[src/rtl/sample_data_in_port_if.sv]
// Avalon-MM slave bus for the sample-data input port.
// The master drives the address and write controls; the slave returns readdata.
interface sample_data_in_port_if;
   logic [1:0]  address;
   logic        chipselect;
   logic        write_n;
   logic [31:0] writedata;
   logic [31:0] readdata;

   modport master (
      output address, chipselect, write_n, writedata,
      input  readdata
   );

   modport slave (
      input  address, chipselect, write_n, writedata,
      output readdata
   );
endinterface

[src/rtl/sample_data_in_port.sv]
// Synchronised parallel input port with per-bit edge capture and a maskable level interrupt.
// Latency: DATA visible SYNC_STAGES-1 edges after E0, capture bit set one edge later; reads take zero cycles.
module sample_data_in_port #(
   parameter int WIDTH       = 16,
   parameter int EDGE_TYPE   = 0,
   parameter int SYNC_STAGES = 2
) (
   input  logic                 clk,
   input  logic                 reset_n,
   sample_data_in_port_if.slave bus,
   input  logic [WIDTH-1:0]     in_port,
   output logic                 irq
);

   logic [SYNC_STAGES-1:0][WIDTH-1:0] chain;
   logic [WIDTH-1:0] sync;
   logic [WIDTH-1:0] prev;
   logic [WIDTH-1:0] edge_det;
   logic [WIDTH-1:0] irq_mask;
   logic [WIDTH-1:0] edge_cap;
   logic [WIDTH-1:0] clr_mask;
   logic             wr_en;
   logic             unused_wd;

   assign sync = chain[SYNC_STAGES-1];

   // Stage 0 samples the asynchronous bus; the last stage is the architectural DATA value.
   always_ff @(posedge clk or negedge reset_n) begin
      if (!reset_n) begin
         chain <= '0;
         prev  <= '0;
      end else begin
         chain <= {chain[SYNC_STAGES-2:0], in_port};
         prev  <= sync;
      end
   end

   generate
      if (EDGE_TYPE == 0) begin : g_rise
         assign edge_det = sync & ~prev;
      end else if (EDGE_TYPE == 1) begin : g_fall
         assign edge_det = ~sync & prev;
      end else begin : g_any
         assign edge_det = sync ^ prev;
      end
   endgenerate

   assign wr_en     = bus.chipselect & ~bus.write_n;
   assign clr_mask  = (wr_en && bus.address == 2'd3) ? bus.writedata[WIDTH-1:0] : '0;
   assign unused_wd = ^bus.writedata;

   always_ff @(posedge clk or negedge reset_n) begin
      if (!reset_n) begin
         irq_mask <= '0;
         edge_cap <= '0;
      end else begin
         if (wr_en && bus.address == 2'd2)
            irq_mask <= bus.writedata[WIDTH-1:0];
         // OR-ing the new edges after the clear lets a same-cycle edge win over W1C.
         edge_cap <= (edge_cap & ~clr_mask) | edge_det;
      end
   end

   always_comb begin
      bus.readdata = '0;
      case (bus.address)
         2'd0:    bus.readdata = 32'(sync);
         2'd2:    bus.readdata = 32'(irq_mask);
         2'd3:    bus.readdata = 32'(edge_cap);
         default: bus.readdata = '0;
      endcase
   end

   assign irq = |(edge_cap & irq_mask);

endmodule

[src/flat_wrapper.sv]
// flat-port wrapper written by rule: the top's interface ports become plain ports
module sample_data_in_port_flat 
#(
   parameter int WIDTH       = 16,
   parameter int EDGE_TYPE   = 0,
   parameter int SYNC_STAGES = 2
)
  (clk, reset_n, in_port, irq, bus_address, bus_chipselect, bus_write_n, bus_writedata, bus_readdata);
  sample_data_in_port_if bus_i ();
  input  logic clk;
  input  logic reset_n;
  input  logic [WIDTH-1:0] in_port;
  output logic irq;
  input wire logic [$bits(bus_i.address)-1:0] bus_address;
  input wire logic [$bits(bus_i.chipselect)-1:0] bus_chipselect;
  input wire logic [$bits(bus_i.write_n)-1:0] bus_write_n;
  input wire logic [$bits(bus_i.writedata)-1:0] bus_writedata;
  output wire logic [$bits(bus_i.readdata)-1:0] bus_readdata;
  assign bus_i.address = bus_address;
  assign bus_i.chipselect = bus_chipselect;
  assign bus_i.write_n = bus_write_n;
  assign bus_i.writedata = bus_writedata;
  assign bus_readdata = bus_i.readdata;
  sample_data_in_port #(.WIDTH(WIDTH), .EDGE_TYPE(EDGE_TYPE), .SYNC_STAGES(SYNC_STAGES)) u_core (.clk(clk), .reset_n(reset_n), .bus(bus_i), .in_port(in_port), .irq(irq));
endmodule
[config.mk]
export PLATFORM = sky130hd
export DESIGN_NAME = sample_data_in_port_flat
export DESIGN_NICKNAME = d
export VERILOG_FILES = /design/src/rtl/sample_data_in_port_if.sv /design/src/rtl/sample_data_in_port.sv /design/src/flat_wrapper.sv
export SDC_FILE = /design/constraint.sdc
export NUM_CORES = 1
export LEC_CHECK = 0
export CORE_ASPECT_RATIO = 1.75
export CORE_MARGIN = 5
export CORE_UTILIZATION = 50
export DETAILED_ROUTE_END_ITERATION = 12
export PLACE_DENSITY = 0.95
export SYNTH_ARGS = -nofsm -noshare
export SYNTH_HDL_FRONTEND = slang
export SYNTH_SLANG_ARGS = --single-unit
[constraint.sdc]
create_clock -name clk -period 2 [get_ports clk]
set_input_delay 0.4 -clock clk [delete_from_list [all_inputs] [get_ports clk]]
set_output_delay 0.4 -clock clk [all_outputs]
set_load 0.02 [all_outputs]
==> impl_metrics.csv, run 1 <==
group,metric,value,unit
finish,antenna-diode-count,0,
global_routing,grt_pass1_wl,10900,µm
timing,skew,0.00795,ns
clock_tree,h-tree-depth,3,
worst_setup_path,critPathTopFamily,"compound AO/OA/AOI/OAI gates",
placed_design,place.gp.congestion,0.782,
routing,dr.first_iter.drc_count,111,
global_routing,grt_pass1_vias,2206,
worst_setup_path,crit_arrival,1.57,ns
routing,wirelength,6920,µm
timing,timing.fmax,508,MHz
power_and_ir_drop,ir_drop,708,µV
timing,hold_violations,0,
global_routing,grt_max_degree,48,
finish,fin_nets,343,
clock_tree,clkTransAtPathRegs,0.08,ns
timing,hold_ws,0.349,ns
worst_setup_path,slowest_delay,0.39,ns
floorplanning,num_rows,38,
routing,routed-via-count,1930,
clock_tree,cts_buffer_depth,2,
logic_synthesis,synth_top_area_cell,"dfrtp_1",
clock_tree,post_cts_buffers,0,
timing,finalSetupViolCount,0,
worst_setup_path,r2r_cells,2,
routing,drc_errors,0,
timing,rsz0062_at_grt,"true",
logic_synthesis,yosys.area.top_type_share,64.4,%
power_and_ir_drop,powerDensity,1030,nW/µm²
routing,viasPerCell,5.16,
placed_design,numPortBuffers,54,
worst_setup_path,required,1.60,ns
global_routing,grt_overflow,0,
clock_tree,cts_tree,"yes",
logic_synthesis,yosysWarnings,0,
worst_setup_path,worst-path-buf-inv,1,
worst_setup_path,critPathLaunchType,"flop",
finish,syn_to_final_growth,31.2,%
status,status,"completed",
logic_synthesis,synth-seq-area-share,64.4,%
placed_design,dp_cells,356,
floorplanning,core-area,6130,µm²
hold_path,hold_depth,0,
floorplanning,start_util,50.7,%
floorplanning,ios,87,
worst_setup_path,end_kind,"output port",
floorplanning,die_y,114,µm
clock_tree,root_buffer,"clkbuf_8",
routing,wl_per_cell,18.5,µm
clock_tree,cts_made_buffers,9,
routing,drt_first_pass_iters,4,
timing,drv_slew,0,
worst_setup_path,crit_fanout,2,
worst_setup_path,cp.depth,4,
logic_synthesis,synth-seq-cells,80,
logic_synthesis,netlist_area,3110,µm²
timing,min_period,1.97,ns
floorplanning,chipWidth,69.6,µm
global_routing,antenna_found_initial,0,
placed_design,place_hpwl,4480,µm
job,maxCapViolCount,0,
logic_synthesis,synthTopCellsByArea,"dfrtp_1 (64%), a22o_1 (10%), mux2_2 (8.0%), mux2_4 (4.8%), buf_4 (4.1%)",
timing,fin_crit_sh,98.4,%
worst_setup_path,path_class,"flop to output port",
logic_synthesis,syn_avg_cell_area,14.5,µm²
power_and_ir_drop,leakage,1.89,nW
worst_setup_path,worstPathCellList,"a22o_1, a221oi_2, nand4_1, buf_2",
routing,postRouteAntennaNets,0,
finish,drive_gt1_share,30.6,%
clock_tree,clkLatencyLatePin,0.36,ns
logic_synthesis,ys_types,17,
global_routing,grt_usage,18.2,%
clock_tree,clock-sinks,80,
floorplanning,die-area,7950,µm²
logic_synthesis,syn_inst,214,
hold_path,holdCritPathClass,"flop to flop",
worst_setup_path,crit_slowest_cell,"dfrtp_1",
finish,final_cells,374,
-- sequential cells by signal, summed over array words and instances (netlist names) --
name and count:
u_core.prev 16, u_core.irq_mask 16, u_core.chain 16, u_core.edge_cap 16, u_core.sync 16
-- synth_stat cells --
library cell and count:
nand4_1 1, nor2_1 1, and4bb_1 1, clkbuf_1 1, and4b_1 1, nand2_1 16
inv_1 16, mux2_2 22, a221oi_1 4, buf_12 1, buf_4 17, dfrtp_1 80
a22o_1 36, conb_1 1, buf_6 3, mux2_4 10, buf_2 3
-- worst register-to-register path, delay by kind of cell, from the launching register on --
family | cells | cell delay (ns)
flip-flops | 1 | 0.41
multiplexers | 1 | 0.27
buffers and inverters | 1 | 0.13
-- what timing repair did --
action | CTS | global route
cloned | 1 | 0
pin swaps | 0 | 1
endpoints found under the setup margin | 17 | 10
hold endpoints to repair | 33 | 0
hold buffers | 1 | 0
resized for setup | 74 | 9
-- metal layers --
| metal | global-route usage [%] | share of wire, % |
|---|---|---|
| met2 | 31.3 | 52 |
| met5 | 0 | 0 |
| met1 | 20.2 | 39 |
| met3 | 5.36 | 5.2 |
| met4 | 9.91 | 3.1 |
-- cells by family (layout without fill, tap and decap cells) --
family	after synthesis	after routing	synth area share, %
buf+inv	41	106	8.38
mux	32	32	12.8
compound gates	40	40	11.3
other cells	1	16	0.121
simple gates	20	20	2.98
flops	80	80	64.4
-- through the flow --
step | power (mW) | util (%) | setup WS (ns) | setup TNS, ns | cell area (µm²)
after floorplan | 2.23 | - | 0.296 | 0 | 3160
after global routing | 4.36 | 66.5 | -0.00000233 | -0.00000233 | 4080
after CTS | 4.22 | 66.1 | 0.0246 | 0 | 4050
after global placement | 2.49 | 61.5 | -0.587 | -9.55 | 3770
after detailed placement | 2.52 | 61.5 | -0.593 | -9.65 | 3770
final | 4.21 | 66.5 | 0.0327 | 0 | 4080
-- cells in the final DEF, fill, tap and decap left out --
cell,count
nand2_1,16
conb_1,16
buf_2,14
buf_4,16
clkdlybuf4s15_2,1
mux2_4,11
inv_1,16
buf_12,3
bufinv_16,5
a221oi_2,4
buf_6,3
clkbuf_8,11
nor2_1,1
nand4_1,1
mux2_2,21
dfrtp_1,80
a22o_1,36
dlygate4sd3_1,1
and4bb_1,1
buf_16,1
clkdlybuf4s50_1,35
and4b_1,1
-- where the power goes --
| group | internal [mW] | switching, mW | leakage (nW) |
|---|---|---|---|
| registers | 1.76 | 0.107 | 0.900 |
| clock network | 1.15 | 0.558 | 0.150 |
| logic | 0.358 | 0.283 | 0.845 |
| total | 3.27 | 0.948 | 1.89 |
-- cell type report --
cell class              count  area (µm²)
inverters                  16        60.1
clock inverters             5         150
flip-flops and latches     80        2000
well taps                  80         100
multi-input cells         108         930
repair buffers             74         683
clock buffers              11         151
fillers                   417        2060
-- final timing paths --
path                                      from             endpoint  slack, ns
setup / recovery            u_core.irq_mask[8]                  irq       0.03
hold / removal                u_core.chain[11]      u_core.sync[11]       0.35
setup reg to reg           u_core.irq_mask[11]  u_core.irq_mask[11]       1.09
hold reg to reg               u_core.chain[11]      u_core.sync[11]       0.35
max in group asynchronous              reset_n   u_core.edge_cap[9]       0.87
min in group asynchronous              reset_n   u_core.irq_mask[8]       0.53
No activity file was read; power rests on OpenSTA's default activity.
==> run 2, diff against run 1 <==
--- a/config.mk
+++ b/config.mk
@@ -9,6 +9,7 @@
 export CORE_MARGIN = 5
 export CORE_UTILIZATION = 50
 export DETAILED_ROUTE_END_ITERATION = 12
+export GPL_ROUTABILITY_DRIVEN = 1
 export PLACE_DENSITY = 0.95
 export SYNTH_ARGS = -nofsm -noshare
 export SYNTH_HDL_FRONTEND = slang
==> results of run 2 <==
No change in the layout: final DEF, timing and power equal those of run 1.
